<file path="config.mk">
export PLATFORM = sky130hd
export DESIGN_NAME = wb_port_arbiter
export DESIGN_NICKNAME = d
export VERILOG_FILES = /design/src/rtl/wb_port_arbiter.sv
export SDC_FILE = /design/constraint.sdc
export NUM_CORES = 1
export LEC_CHECK = 0
export BUFFER_PORTS_ARGS = -buffer_cell sky130_fd_sc_hd__buf_2
export CORE_UTILIZATION = 49
export DETAILED_ROUTE_END_ITERATION = 12
export MAX_ROUTING_LAYER = met4
export PLACE_DENSITY = 0.82
export SLEW_MARGIN = 20
export SYNTH_ARGS = -nofsm -noshare
export SYNTH_HDL_FRONTEND = slang
export SYNTH_SLANG_ARGS = --single-unit
</file>
<file path="constraint.sdc">
create_clock -name clock -period 4.2 [get_ports clock]
set_clock_uncertainty 0.1 [all_clocks]
set_input_delay 0.42 -clock clock [delete_from_list [all_inputs] [get_ports clock]]
set_output_delay 0.42 -clock clock [all_outputs]
set_load 0.01 [all_outputs]
</file>
<file path="src/rtl/wb_port_arbiter.sv">
// Writeback-port arbiter: shares the single register-file write port between execute and memory results.
// Optional WB_BYPASS_EN macro forwards the registered write data onto the read-port outputs.
module wb_port_arbiter #(
  parameter int unsigned STARVE_LIMIT = 4
) (
  input  logic        clock,
  input  logic        reset,
  input  logic        enable_writeback,
  input  logic        ex_valid,
  output logic        ex_ready,
  input  logic [2:0]  ex_dr,
  input  logic [1:0]  ex_W_control,
  input  logic [15:0] ex_aluout,
  input  logic [15:0] ex_pcout,
  input  logic        mem_valid,
  output logic        mem_ready,
  input  logic [2:0]  mem_dr,
  input  logic [15:0] memout,
  output logic        rf_we,
  output logic [2:0]  rf_dr,
  output logic [15:0] rf_data,
  output logic [2:0]  psr,
  output logic        err_illegal,
  input  logic [2:0]  sr1,
  input  logic [2:0]  sr2,
  input  logic [15:0] rf_rd1,
  input  logic [15:0] rf_rd2,
  output logic [15:0] vsr1,
  output logic [15:0] vsr2
);

  localparam int unsigned DW = 16;
  localparam int unsigned RW = 3;
  localparam int unsigned CW = 4;
  localparam logic [CW-1:0] LIMIT = CW'(STARVE_LIMIT);
  localparam logic [2:0] PSR_RST = 3'b010;

  logic          r_rf_we;
  logic [RW-1:0] r_rf_dr;
  logic [DW-1:0] r_rf_data;
  logic [2:0]    r_psr;
  logic          r_err;
  logic          r_pend_full;
  logic [RW-1:0] r_pend_dr;
  logic [DW-1:0] r_pend_data;
  logic [CW-1:0] r_starve_cnt;

  logic          w_preempt;
  logic          w_ex_ready;
  logic          w_mem_ready;
  logic          w_ex_xfer;
  logic          w_mem_xfer;
  logic          w_ex_legal;
  logic [DW-1:0] w_ex_data;

  logic          w_we_n;
  logic [RW-1:0] w_dr_n;
  logic [DW-1:0] w_data_n;
  logic [2:0]    w_psr_n;
  logic          w_err_n;
  logic          w_pend_full_n;
  logic [RW-1:0] w_pend_dr_n;
  logic [DW-1:0] w_pend_data_n;
  logic [CW-1:0] w_starve_n;

  // Handshake: pending entry blocks execute; a starved entry blocks memory.
  assign w_preempt   = r_pend_full && (r_starve_cnt == LIMIT);
  assign w_ex_ready  = reset && enable_writeback && !r_pend_full;
  assign w_mem_ready = reset && enable_writeback && !w_preempt;
  assign w_ex_xfer   = ex_valid && w_ex_ready;
  assign w_mem_xfer  = mem_valid && w_mem_ready;
  assign w_ex_legal  = (ex_W_control == 2'd0) || (ex_W_control == 2'd2);
  assign w_ex_data   = ex_W_control[1] ? ex_pcout : ex_aluout;

  assign ex_ready    = w_ex_ready;
  assign mem_ready   = w_mem_ready;

  // Next-state: writeback source priority, pending buffer and starvation counter.
  always_comb begin
    w_we_n        = 1'b0;
    w_dr_n        = r_rf_dr;
    w_data_n      = r_rf_data;
    w_psr_n       = r_psr;
    w_err_n       = r_err;
    w_pend_full_n = r_pend_full;
    w_pend_dr_n   = r_pend_dr;
    w_pend_data_n = r_pend_data;
    w_starve_n    = r_starve_cnt;

    if (enable_writeback) begin
      w_err_n = r_err | (w_ex_xfer && !w_ex_legal);

      if (w_preempt) begin
        w_we_n        = 1'b1;
        w_dr_n        = r_pend_dr;
        w_data_n      = r_pend_data;
        w_pend_full_n = 1'b0;
      end else if (w_mem_xfer) begin
        w_we_n   = 1'b1;
        w_dr_n   = mem_dr;
        w_data_n = memout;
        if (w_ex_xfer && w_ex_legal) begin
          w_pend_full_n = 1'b1;
          w_pend_dr_n   = ex_dr;
          w_pend_data_n = w_ex_data;
        end
      end else if (r_pend_full) begin
        w_we_n        = 1'b1;
        w_dr_n        = r_pend_dr;
        w_data_n      = r_pend_data;
        w_pend_full_n = 1'b0;
      end else if (w_ex_xfer && w_ex_legal) begin
        w_we_n   = 1'b1;
        w_dr_n   = ex_dr;
        w_data_n = w_ex_data;
      end

      if (!w_pend_full_n) begin
        w_starve_n = '0;
      end else if (r_pend_full && (r_starve_cnt != LIMIT)) begin
        w_starve_n = r_starve_cnt + CW'(1);
      end
    end

    if (w_we_n) begin
      w_psr_n = {w_data_n[DW-1], (w_data_n == '0), !w_data_n[DW-1] && (w_data_n != '0)};
    end
  end

  // State registers with synchronous active-low reset.
  always_ff @(posedge clock) begin
    if (!reset) begin
      r_rf_we      <= 1'b0;
      r_rf_dr      <= '0;
      r_rf_data    <= '0;
      r_psr        <= PSR_RST;
      r_err        <= 1'b0;
      r_pend_full  <= 1'b0;
      r_pend_dr    <= '0;
      r_pend_data  <= '0;
      r_starve_cnt <= '0;
    end else begin
      r_rf_we      <= w_we_n;
      r_rf_dr      <= w_dr_n;
      r_rf_data    <= w_data_n;
      r_psr        <= w_psr_n;
      r_err        <= w_err_n;
      r_pend_full  <= w_pend_full_n;
      r_pend_dr    <= w_pend_dr_n;
      r_pend_data  <= w_pend_data_n;
      r_starve_cnt <= w_starve_n;
    end
  end

  assign rf_we       = r_rf_we;
  assign rf_dr       = r_rf_dr;
  assign rf_data     = r_rf_data;
  assign psr         = r_psr;
  assign err_illegal = r_err;

`ifdef WB_BYPASS_EN
  // Forward the write in flight so readers see it in the same cycle.
  assign vsr1 = (r_rf_we && (r_rf_dr == sr1)) ? r_rf_data : rf_rd1;
  assign vsr2 = (r_rf_we && (r_rf_dr == sr2)) ? r_rf_data : rf_rd2;
`else
  logic w_unused_sr;
  assign w_unused_sr = ^{sr1, sr2};
  assign vsr1 = rf_rd1;
  assign vsr2 = rf_rd2;
`endif

endmodule

</file>
Word-level counts from Yosys, hierarchy flattened
Cells that the tools add are included.

operators by class
  eq/ne operators = 4
  $add $sub $neg = 1
  reductions and logical operators = 22
  muxes and demuxes = 21
  bitwise gates (word level) = 2

operator list
  cell                                                                      number
  16-bit two-way mux                                                        6
  16-bit zero test                                                          1
  16-bit nonzero test                                                       1
  3-bit two-way mux                                                         4
  1-bit logical AND                                                         10
  1-bit two-way mux                                                         9
  4-bit two-way mux                                                         2
  4-bit by 1-bit adder with 4-bit output (second input constant)            1
  4-bit by 3-bit equality test with 1-bit output (second input constant)    1
  1-bit zero test                                                           4
  4-bit by 3-bit inequality test with 1-bit output (second input constant)  1
  2-bit AND reduction                                                       2
  4-bit AND reduction                                                       1
  4-bit nonzero test                                                        1
  2-bit equality test (second input constant)                               1
  2-bit zero test                                                           1
  2-bit inequality test (second input constant)                             1
  1-bit logical OR                                                          1
  1-bit NOT                                                                 1
  1-bit OR                                                                  1

storage, ports and cells
  input bits = 99
  register bits = 48
  word-level logic and storage cells = 59

Longest topological paths before layout
Gate-level depths: netlist of run 1.

  depth after elaboration = 11
  depth in mapped cells = 13

Worst setup path before layout of run 1
Ideal clock, no wire load.

  path kind = flip-flop to flip-flop
  start point = register r_starve_cnt[0]
  end point = register r_psr[0] (netlist: psr[0])
  cell stages (with the launch flop) = 14
  data arrival time = 2456 ps
  setup slack = 1529 ps
  path through = dfxtp_1 inv_1 ha_1 and4b_1 buf_6 or2_1 buf_2 buf_6 o21ai_1 a21oi_1 a221oi_1 nand4_1 or3_1 a31o_1

on the way
  word-level cells in the longest chain between the ends = 10
  elaborated cells on any way between the ends = 14

RTL lines
  item                                                    RTL line  text
  start: declaration                                      46        logic [CW-1:0] r_starve_cnt;
  start signal: assignment                                151       r_starve_cnt <= w_starve_n;
  4-bit by 3-bit equality test with 1-bit output (*)      67        assign w_preempt = r_pend_full && (r_starve_cnt == LIMIT);
  1-bit logical AND (*)                                   67
  1-bit zero test                                         69        assign w_mem_ready = reset && enable_writeback && !w_preempt;
  1-bit logical AND                                       69
  1-bit logical AND                                       71        assign w_mem_xfer = mem_valid && w_mem_ready;
  16-bit two-way mux                                      98        end else if (w_mem_xfer) begin
  16-bit two-way mux                                      93        if (w_preempt) begin
  16-bit two-way mux                                      90        if (enable_writeback) begin
  16-bit nonzero test or 1-bit zero test (tied branches)  126       w_psr_n = {w_data_n[DW-1], (w_data_n == '0), !w_data_n[DW-1] && (w_data_n != '0)};
  1-bit logical AND                                       126
  end signal: assignment                                  146       r_psr <= w_psr_n;
  end: declaration                                        41        logic [2:0] r_psr;

Every way passes the cells marked *; elsewhere a longest branch is shown, timed or not.
A chain may end at the register's enable or synchronous reset.

Worst setup path after layout of run 1
Same ends and word-level chain as after synthesis.

==> results.md, run 1 <==
* Synth Area in Compound Gates at 0.2550
* Gate family responsible for the most delay along the worst path: simple AND/OR/NAND/NOR gates
* Skew-Pair Late Insertion Delay at 0.30 ns
* Num rows at 27
* Die Height at roughly 80 um
* Number of unique standard cell types used by synthesis at 43
* Layout cell share with drive strength beyond 1 at 0.2649
* Hold-fix buffer count after cts at 0
* Starting Density at 0.5183
* Overall routing resource usage at 0.2785
* Post-synth top cells: 48 x sky130_fd_sc_hd__dfxtp_1, 48 x sky130_fd_sc_hd__nor2_1, 35 x sky130_fd_sc_hd__nand2_1
* Cell chosen for the clock root: sky130_fd_sc_hd__clkbuf_8
* Clock transition at path regs at 0.09 ns
* Post-detailed-placement half-perimeter wirelength at around 5.7 mm
* Post-Syn Nets at 480
* Max-cap violations at 0
* Part of the cycle the worst path needs at 0.8312
* Number of enable-type register cells in the synthesized netlist at 0
* Simple-gate portion of the synthesized area at 0.1866
* Floorplan die area at 6281 sq um
* Standard cell core area at 5642 sq um
* Routed len/inst at roughly 17 um
* Overflow left after global routing at 0
* Min Hold Slack at 0.2677 ns
* Buffers inserted by post-CTS timing repair at 0
* Total power divided by cell area at 279.0 nW/um^2
* Result of the run: finished clean
* Total number of vias at a little under 3,000
* Post-Route Setup TNS at 0 ns
* Flop-to-flop setup slack at 0.71 ns
* Final routed wirelength across all metal layers at approximately 8 mm
* Total standard cell area after synthesis at 2924 sq um
* Number of buffers added by the clock tree synthesis step at 5
* Critical Path Start Type: flip-flop
* Kind of end point of the critical path: flip-flop
* Layout net count at between 500 and 600
* Wire length of the first global-routing pass at 13.23 mm
* Maximum fanout count along the critical path at 16
* DRC violation count after routing at 0
* Data arrival at the endpoint of the critical path at 3.59 ns
* Slew @ Worst Pin at 0.8192 ns
* Fin util at 0.5682
* Final Hold Vio Count at 0
* Number of detailed-route iterations in the first pass at 8
* Share of synthesized area spent on multiplexers at 0.07702
* Clock Tree Buf Depth at 2
* Buf+Inv Stages, Crit Path at 1
* Number of antenna violations at the first check in global routing at 0
* Number of antenna-violating nets in the routed design at 0
* Final antenna diode count at 0
* Fraction of the yosys area taken by sequential cells at 0.3286
* Stage delay of the slowest cell on the critical path at 0.63 ns
* Xor/xnor cell area share of the yosys netlist at 0
* Vias per inst at 5.923
* Maximum frequency from static timing analysis at 0.2864 GHz
* Number of H-tree levels at 2
* Maximum number of pins on one net before global-route repair at 25
* Fraction of the mapped netlist area in adder cells at 0.008558
* Number of warnings issued by yosys at 0
* Path type of the worst min-delay path: in -> reg
* Largest cells by area after synthesis: sky130_fd_sc_hd__dfxtp_1 33%, sky130_fd_sc_hd__buf_4 8.2%, sky130_fd_sc_hd__mux2i_1 6.2%
* Post-CTS Resized at 0
* Flop and latch count out of synthesis at 48
* Cell taking the most area after synthesis: sky130_fd_sc_hd__dfxtp_1
* Post-synthesis async set-or-reset flop share at 0
* Number of max-slew violations in the final report at 0
* Sequence of cells on the critical path: inv_1 -> ha_1 -> and4b_1 -> nor2_2 -> nor2_1 -> a21bo_1 -> nor4_1 -> nand4_1 -> or3_1 -> a31o_1
* Endpoints failing setup at 0
* Tmin final at 3.491 ns
* I/O pins at 157
* Setup repair after global routing missed its margin: no
* Worst IR Drop VDD at 144.8 uV
* I/O Buffers at 86
* Share of the synthesized area in the top cell type at 0.3286
* Leakage power summed over all cells at 1.325 nW
* Area growth from synthesis to layout at 9.628%
* First DRT Iteration DRCs at 311
* Main flop type after synthesis: sky130_fd_sc_hd__dfxtp_1
* Mean instance size in the synthesized netlist at 7.715 sq um
* Vias in the first global route at 2,866
* CP required at around 4.3 ns
* Worst Path Class, Setup: reg -> reg
* Dominant combinational cell family by area after synthesis: compound AO/OA/AOI/OAI gates
* Synth Instances at 379
* Headroom to the max-slew limit at 0.4533
* Library cell contributing the largest single delay on the critical path: sky130_fd_sc_hd__nor2_2
* CTS tree: yes
* Die outline width at approximately 79 um
* Placer congestion estimate at about 0.88
* Count of clock tree sinks at 48
-- through the flow --
| stage | std cells | instance area (sq um) | setup WS [ns] | power [mW] |
|---|---|---|---|---|
| 6_report | 491 | 3206 | 0.7089 | 0.8943 |
| 5_1_grt | 491 | 3206 | 0.5753 | 0.9384 |
| 4_1_cts | 491 | 3201 | 0.7934 | 0.9006 |
| 3_5_place_dp | 484 | 3123 | 0.8191 | 0.6391 |
| 3_3_place_gp | 484 | 3123 | 0.8829 | 0.6358 |
| 2_1_floorplan | 379 | 2924 | 1.529 | 0.6069 |
-- kinds of logic after synthesis --
logic type,Yosys count
flip-flops,48
buffers and inverters,71
adder cells (fa/ha/maj),2
AO/OA/AOI/OAI,117
AND/OR/NAND/NOR,119
multiplexers,22
-- routing by layer --
layer,part of all wire,global-route usage,up-vias
met4,0.012,0.1127,0
met5,0,-,-
met1,0.41,0.3305,1327
met3,0.089,0.05402,10
li1,-,-,1390
met2,0.49,0.4621,181
-- where the power goes --
| part | switching (mW) | internal [mW] |
|---|---|---|
| combinational | 0.0892 | 0.0677 |
| clock | 0.150 | 0.114 |
| sequential | 0.00836 | 0.466 |
-- worst paths after layout --
path,from,to,depth (start not counted)
setup / recovery,r_starve_cnt[0],psr[0],10
hold / removal,ex_dr[1],r_pend_dr[1],3
setup reg to reg,r_starve_cnt[0],psr[0],10
hold reg to reg,r_pend_dr[0],r_pend_dr[0],2
-- sequential cells by signal (all words and copies together) (netlist names) --
signal and count:
r_pend_full 1, err_illegal 1, rf_we 1, rf_data 16, psr 3, r_pend_data 16
r_starve_cnt 4, r_pend_dr 3, rf_dr 3
-- area by class of cell --
| class | count | area [sq um] |
|---|---|---|
| Fill cell | 548 | 2436 |
| Sequential cell | 48 | 960.9 |
| Clock inverter | 1 | 5.005 |
| Clock buffer | 6 | 72.57 |
| Inverter | 10 | 37.54 |
| Timing Repair Buffer | 94 | 490.5 |
| Tap cell | 72 | 90.09 |
| Multi-Input combinational cell | 260 | 1549 |
-- worst min-delay path, delay by kind of cell --
| kind | cells | cell delay (ns) |
|---|---|---|
| buf+inv | 1 | 0.10 |
| compound gates | 1 | 0.05 |
| simple gates | 1 | 0.05 |
-- placed cells by master (no fill, tap or decap), types with 3 or more instances in the layout --
cell / instances
sky130_fd_sc_hd__buf_4: 8
sky130_fd_sc_hd__buf_2: 86
sky130_fd_sc_hd__nand2_1: 35
sky130_fd_sc_hd__a21oi_1: 33
sky130_fd_sc_hd__and2_1: 6
sky130_fd_sc_hd__nor2_1: 47
sky130_fd_sc_hd__inv_1: 10
sky130_fd_sc_hd__clkbuf_8: 5
sky130_fd_sc_hd__o311ai_0: 3
sky130_fd_sc_hd__dfxtp_1: 48
sky130_fd_sc_hd__o21ai_0: 26
sky130_fd_sc_hd__a22oi_1: 7
sky130_fd_sc_hd__o21ai_1: 6
sky130_fd_sc_hd__nor3_1: 9
sky130_fd_sc_hd__a31oi_1: 6
sky130_fd_sc_hd__mux2_2: 4
sky130_fd_sc_hd__a211oi_1: 15
sky130_fd_sc_hd__or3_1: 5
sky130_fd_sc_hd__a311oi_1: 5
sky130_fd_sc_hd__a221oi_1: 3
sky130_fd_sc_hd__mux2i_1: 18
sky130_fd_sc_hd__nand4_1: 4
Power figures use the tool's default switching activity.
==> run 2, diff against run 1 <==
--- a/config.mk
+++ b/config.mk
@@ -6,10 +6,10 @@
 export NUM_CORES = 1
 export LEC_CHECK = 0
 export BUFFER_PORTS_ARGS = -buffer_cell sky130_fd_sc_hd__buf_2
-export CORE_UTILIZATION = 49
+export CORE_UTILIZATION = 45
 export DETAILED_ROUTE_END_ITERATION = 12
 export MAX_ROUTING_LAYER = met4
-export PLACE_DENSITY = 0.82
+export PLACE_DENSITY = 0.76
 export SLEW_MARGIN = 20
 export SYNTH_ARGS = -nofsm -noshare
 export SYNTH_HDL_FRONTEND = slang
==> constraint.sdc (replaced) <==
create_clock -name clock -period 3.3 [get_ports clock]
set_clock_uncertainty 0.1 [all_clocks]
set_input_delay 0.33 -clock clock [delete_from_list [all_inputs] [get_ports clock]]
set_output_delay 0.33 -clock clock [all_outputs]
set_load 0.01 [all_outputs]
==> run 2 against run 1 <==
Hold slack worse by 0.099 ns; register-to-register slack lost 0.45 ns; critical path depth is the same; largest cell class unchanged; utilization fell by 4.3 points; global-route usage shrank 1.7 points; non-clock buffer count rose by 10; cell area is 3.5% higher; largest power group unchanged; die area rose by 8.7%; flip-flop and latch count did not move; final cell count increased by 3.3%; sequential share of layout area decreased by 1.0 points; wire length rose by 1.7%; highest routed layer unchanged.
==> results.md, run 2 (synthesized netlist as in run 1, its figures left out) <==
* Max-cap violations at 0 (unchanged)
* Overflow left after global routing at 0 (unchanged)
* Starting Density at 0.4631 (-0.05516)
* CP Launch Point: r_starve_cnt[0]
* Fraction of power spent switching nets at 0.2684 (-0.008027)
* Skew-Pair Late Insertion Delay at 0.31 ns (about the same)
* Clock transition at path regs at 0.09 ns (about the same)
* Overall routing resource usage at 0.2612 (-0.01729)
* Most frequent cells in the layout: 86 x sky130_fd_sc_hd__buf_2, 48 x sky130_fd_sc_hd__dfxtp_1, 47 x sky130_fd_sc_hd__nor2_1
* Data arrival at the endpoint of the critical path at 3.16 ns (-0.43 ns)
* Result of the run: finished clean
* Stage delay of the slowest cell on the critical path at 0.44 ns (-0.19 ns)
* First DRT Iteration DRCs at 328 (+5.5%)
* Floorplan die area at 6824 sq um (+8.7%)
* Num rows at 29 (+7.4%)
* Number of filler instances in the final layout at 600 (+9.5%)
* Die outline width at 82.61 um (+4.2%)
* Vias in the first global route at 2,785 (-2.8%)
* Die Height at 82.61 um (+4.2%)
* Final antenna diode count at 0 (unchanged)
* Clock Tree Buf Depth at 2 (unchanged)
* Path type of the worst min-delay path: in -> reg
* R2r startpoint: r_starve_cnt[0]
* Internal power at 0.9091 mW (+40%)
* Number of max-slew violations in the final report at 0 (unchanged)
* PnR Total Power at 1.243 mW (+39%)
* Hold Startpoint: ex_dr[1]
* Library cell contributing the largest single delay on the critical path: sky130_fd_sc_hd__nor4_1
* Total power divided by cell area at 374.6 nW/um^2 (+34%)
* Cell chosen for the clock root: sky130_fd_sc_hd__clkbuf_8
* DRC violation count after routing at 0 (unchanged)
* Final routed wirelength across all metal layers at 8.251 mm (+1.7%)
* Hold-fix buffer count after cts at 0 (unchanged)
* Number of antenna violations at the first check in global routing at 0 (unchanged)
* Endpoints failing setup at 0 (unchanged)
* Layout net count at 530 (+1.9%)
* Post-CTS Resized at 0 (unchanged)
* Slew @ Worst Pin at 0.6685 ns (-0.1507 ns)
* Leakage power summed over all cells at 1.387 nW (+4.7%)
* Number of buffers added by the clock tree synthesis step at 5 (unchanged)
* Minimum setup slack after placement at 0.2511 ns (-0.5680 ns)
* Reg power frac at 0.485 (-0.045)
* CTS tree: yes
* Maximum fanout count along the critical path at 8 (-8)
* Min Hold Slack at 0.1683 ns (-0.09940 ns)
* Count of clock tree sinks at 48 (unchanged)
* Buffers inserted by post-CTS timing repair at 0 (unchanged)
* Critical Path Start Type: flip-flop
* Worst Path Class, Setup: reg -> reg
* Area growth from synthesis to layout at 13.44%
* Maximum frequency from static timing analysis at 0.3285 GHz (+15%)
* Fin util at 0.5254 (-0.04283)
* Kind of end point of the critical path: flip-flop
* Net switching power at 0.3335 mW (+35%)
* Power share of the clock group at 0.348 (+0.054)
* Layout cell share with drive strength beyond 1 at 0.2860 (+0.02113)
* Wire length of the first global-routing pass at 13.10 mm (-0.94%)
* Smallest setup slack after layout at 0.2563 ns (-0.4526 ns)
* Sequence of cells on the critical path: inv_1 -> ha_1 -> and4b_2 -> nor2_2 -> a222oi_1 -> a21bo_1 -> nor4_1 -> nand4_1 -> or3_1 -> a31o_1
* Placer congestion estimate at 0.9155 (+4.5%)
* I/O Buffers at 86 (unchanged)
* Post-Route Setup TNS at 0 ns (unchanged)
* Number of detailed-route iterations in the first pass at 7 (-1)
* Post-detailed-placement half-perimeter wirelength at 5.884 mm (+3.7%)
* Final Hold Vio Count at 0 (unchanged)
* Maximum number of pins on one net before global-route repair at 22 (-12%)
* CP required at 3.41 ns (-0.89 ns)
* I/O pins at 157 (unchanged)
* Part of the cycle the worst path needs at 0.9223 (+0.09111)
* Standard cell core area at 6314 sq um (+12%)
* Share of power burned in combinational logic at 0.166 (-0.009)
* Routed len/inst at 16.27 um (-1.5%)
* Most common cell after layout, fill and taps aside: sky130_fd_sc_hd__buf_2
* Tmin final at 3.044 ns (-0.4474 ns)
* Number of H-tree levels at 2 (unchanged)
* Worst IR Drop VDD at 167.5 uV (+16%)
* Total number of vias at 2,947 (+1.3%)
* Number of antenna-violating nets in the routed design at 0 (unchanged)
* Setup repair after global routing missed its margin: no
* Vias per inst at 5.813 (-1.9%)
* Headroom to the max-slew limit at 0.5527 (+0.09941)
-- run 2: cell count changes in the layout (fill, tap and decap cells not counted) --
cell                         delta
sky130_fd_sc_hd__clkinvlp_4     +1
sky130_fd_sc_hd__clkbuf_1       -1
sky130_fd_sc_hd__o31ai_2        -1
sky130_fd_sc_hd__and4b_2        +1
sky130_fd_sc_hd__o31ai_1        +1
sky130_fd_sc_hd__buf_4         +10
sky130_fd_sc_hd__bufinv_16      +1
sky130_fd_sc_hd__and4b_1        -1
-- run 2: worst max-delay path: cells and delay by family, from the launching register on --
family,cells,cell delay [ns]
fa+ha+maj,1,0.15
simple gates,5,1.46
buf+inv,1,0.08
compound gates,3,0.81
flops,1,0.37
-- run 2: layer usage --
metal	global-route usage	up-vias	share of wire
met1	0.3234	1341	0.42
met4	0.1052	0	0.013
li1	-	1416	-
met2	0.4190	172	0.47
met3	0.04835	18	0.094
met5	-	-	0
-- run 2: cell type report --
type / instances / area, sq um / share of cell area
Multi-Input combinational cell: 260 / 1545 / 0.4659
Sequential cell: 48 / 960.9 / 0.2897
Timing Repair Buffer: 104 / 565.5 / 0.1705
Tap cell: 77 / 96.34 / 0.02905
Clock buffer: 5 / 68.82 / 0.02075
Clock inverter: 3 / 42.54 / 0.01283
Inverter: 10 / 37.54 / 0.01132
-- run 2: final timing paths --
| kind | depth (start not counted) | to | slack, ns |
|---|---|---|---|
| max reg2reg | 10 | psr[0] | 0.26 |
| max | 10 | psr[0] | 0.26 |
| min reg2reg | 2 | r_pend_dr[2] | 0.36 |
| min | 3 | r_pend_dr[1] | 0.17 |
-- run 2: through the flow --
step	cell area (sq um)	cells
floorplan	2924	379
global placement	3204	499
detailed placement	3204	499
CTS	3316	507
global route	3317	507
finish	3317	507
-- run 2: power by group through the flow --
stage	clock network, mW	registers, mW	logic [mW]
global placement	0	0.616	0.201
global route	0.463	0.605	0.229
detailed placement	0	0.616	0.205
finish	0.433	0.603	0.207
CTS	0.440	0.603	0.206
floorplan	0	0.621	0.152
==> run 3, diff against run 2 <==
--- a/config.mk
+++ b/config.mk
@@ -6,6 +6,7 @@
 export NUM_CORES = 1
 export LEC_CHECK = 0
 export BUFFER_PORTS_ARGS = -buffer_cell sky130_fd_sc_hd__buf_2
+export CORE_MARGIN = 3
 export CORE_UTILIZATION = 45
 export DETAILED_ROUTE_END_ITERATION = 12
 export MAX_ROUTING_LAYER = met4
==> run 3 against run 2 <==
Sequential power about the same; cell area rose by 1.3%; clock-buffer cell count unchanged; final cell count is 0.39% lower; total power rose by 13%; register-to-register slack lost 0.095 ns.
==> results.md, run 3 (synthesized netlist as in run 1, its figures left out) <==
* Most common cell after layout, fill and taps aside: sky130_fd_sc_hd__buf_2
* Number of H-tree levels at 2 (unchanged)
* Maximum number of pins on one net before global-route repair at 24 (+9.1%)
* Top Metal Used: met4
* Hold Path Sink: r_pend_dr[0]
* Total length of routed met2 wires at 4.092 mm (+5.1%)
* Num rows at 28 (-3.4%)
* Post-detailed-placement half-perimeter wirelength at 6.207 mm (+5.5%)
* Starting Density at 0.4797 (+0.01654)
* DRC violation count after routing at 0 (unchanged)
* Part of the cycle the worst path needs at 0.9511 (+0.02881)
* Final Hold Vio Count at 0 (unchanged)
* Routed len/inst at 16.99 um (+4.4%)
* Headroom to the max-slew limit at 0.5200 (-0.03273)
* I/O Buffers at 86 (unchanged)
* Maximum fanout count along the critical path at 8 (unchanged)
* Vias per inst at 5.883 (+1.2%)
* Flop-to-flop setup slack at 0.16 ns (-0.10 ns)
* Final antenna diode count at 0 (unchanged)
* Overflow left after global routing at 0 (unchanged)
* Library cell contributing the largest single delay on the critical path: sky130_fd_sc_hd__nor4_1
* Hold-fix buffer count after cts at 0 (unchanged)
* Die outline width at 86.61 um (+4.8%)
* Number of antenna-violating nets in the routed design at 0 (unchanged)
* Cell chosen for the clock root: sky130_fd_sc_hd__clkbuf_8
* Standard cell core area at 6096 sq um (-3.4%)
* CTS tree: yes
* Die Height at 86.61 um (+4.8%)
* Sequence of cells on the critical path: inv_1 -> ha_1 -> and4b_1 -> nor2_2 -> a222oi_1 -> a21bo_1 -> nor4_1 -> nand4_1 -> or3_1 -> a31o_1
* Stage delay of the slowest cell on the critical path at 0.49 ns (+0.05 ns)
* First DRT Iteration DRCs at 294 (-10%)
* Slew @ Worst Pin at 0.7193 ns (+0.05077 ns)
* Post-CTS Resized at 0 (unchanged)
* Post-Route Setup TNS at 0 ns (unchanged)
* Tmin final at 3.139 ns (+0.09507 ns)
* Reg2reg end: psr[0]
* PnR Total Power at 1.399 mW (+13%)
* CP required at 3.41 ns (about the same)
* Max-cap violations at 0 (unchanged)
* Floorplan die area at 7501 sq um (+9.9%)
* Layout cell share with drive strength beyond 1 at 0.2837 (-0.002326)
* Clock Tree Buf Depth at 2 (unchanged)
* Area growth from synthesis to layout at 14.93%
* Worst IR Drop VDD at 204.8 uV (+22%)
* Worst reg2reg path depth at 10 (unchanged)
* Depth of the worst hold-timing path at 3 (unchanged)
* I/O pins at 157 (unchanged)
* R2r startpoint: r_starve_cnt[0]
* Total number of vias at 2,971 (+0.81%)
* Overall routing resource usage at 0.2379 (-0.02337)
* Kind of end point of the critical path: flip-flop
* Met1 wire length at 3.499 mm (+0.78%)
* Number of max-slew violations in the final report at 0 (unchanged)
* Most frequent cells in the layout: 86 x sky130_fd_sc_hd__buf_2, 48 x sky130_fd_sc_hd__dfxtp_1, 47 x sky130_fd_sc_hd__nor2_1
* Sum of met3 wire segment lengths after detailed routing at 860 um (+11%)
* Endpoints failing setup at 0 (unchanged)
* Data arrival at the endpoint of the critical path at 3.25 ns (+0.09 ns)
* Result of the run: finished clean
* Clock transition at path regs at 0.09 ns (about the same)
* Number of buffers added by the clock tree synthesis step at 5 (unchanged)
* Count of clock tree sinks at 48 (unchanged)
* Min Hold Slack at 0.1735 ns (+0.005190 ns)
* Gate family responsible for the most delay along the worst path: simple AND/OR/NAND/NOR gates
* Buf+Inv Stages, Crit Path at 1 (unchanged)
* Wire length of the first global-routing pass at 13.80 mm (+5.3%)
* Number of antenna violations at the first check in global routing at 0 (unchanged)
* Layout net count at 530 (unchanged)
* Total power divided by cell area at 416.2 nW/um^2 (+11%)
* Worst Path Class, Setup: reg -> reg
* Leakage power summed over all cells at 1.411 nW (+1.8%)
* Path type of the worst min-delay path: in -> reg
* Number of detailed-route iterations in the first pass at 6 (-1)
* Final Cell Area at 3361 sq um (+1.3%)
* Critical Path Start Type: flip-flop
* Maximum frequency from static timing analysis at 0.3186 GHz (-3.0%)
* Vias in the first global route at 2,935 (+5.4%)
* Final routed wirelength across all metal layers at 8.581 mm (+4.0%)
* Skew-Pair Late Insertion Delay at 0.31 ns (about the same)
* Setup repair after global routing missed its margin: no
* Cell area reported after detailed placement at 3202 sq um (about the same)
* Placer congestion estimate at 0.8743 (-4.5%)
* Hold Startpoint: ex_dr[0]
* Buffers inserted by post-CTS timing repair at 0 (unchanged)
-- run 3: cell types whose count changed in the layout (fill, tap and decap cells not counted), sizes merged --
cell      delta
clkinvlp     -1
bufinv       +2
clkinv       -1
-- run 3: through the flow --
step / cells / setup WS, ns / util
floorplan: 379 / 0.6286 / -
global placement: 497 / 0.3043 / 0.5252
detailed placement: 497 / 0.2563 / 0.5252
CTS: 505 / 0.2323 / 0.5513
global route: 505 / 0.02844 / 0.5513
finish: 505 / 0.1612 / 0.5513
-- run 3: area by class of cell --
class                           count  area (sq um)
Clock buffer                        5         68.82
Timing Repair Buffer              104         565.5
Sequential cell                    48         960.9
Fill cell                         596          2735
Multi-Input combinational cell    260          1544
Clock inverter                      3         90.09
Inverter                           10         37.54
Tap cell                           75         93.84
-- run 3: where the power goes --
group          leakage, nW  internal [mW]  switching (mW)
logic                0.944         0.0922           0.115
registers            0.389          0.593          0.0106
clock network       0.0784          0.379           0.209
total                 1.41           1.06           0.335
-- run 3: routing by layer --
| metal | vias up | track usage |
|---|---|---|
| met2 | 177 | 0.3957 |
| li1 | 1419 | - |
| met3 | 17 | 0.04563 |
| met5 | - | - |
| met4 | 0 | 0.08074 |
| met1 | 1358 | 0.2883 |
-- run 3: tightest hold or removal path, cell delays in order --
cell and delay (ns):
sky130_fd_sc_hd__buf_2 0.11, sky130_fd_sc_hd__nand2_1 0.05, sky130_fd_sc_hd__a21oi_1 0.05
-- run 3: worst max-delay path by stage --
stage	start	end	slack, ns	cells past startpoint
3_3_place_gp	r_starve_cnt[0]	psr[0]	0.30	10
4_1_cts	r_starve_cnt[0]	psr[0]	0.23	10
5_1_grt	r_starve_cnt[0]	psr[0]	0.03	11
2_1_floorplan	r_starve_cnt[0]	psr[0]	0.63	13
6_report	r_starve_cnt[0]	psr[0]	0.16	10
3_5_place_dp	r_starve_cnt[0]	psr[0]	0.26	10
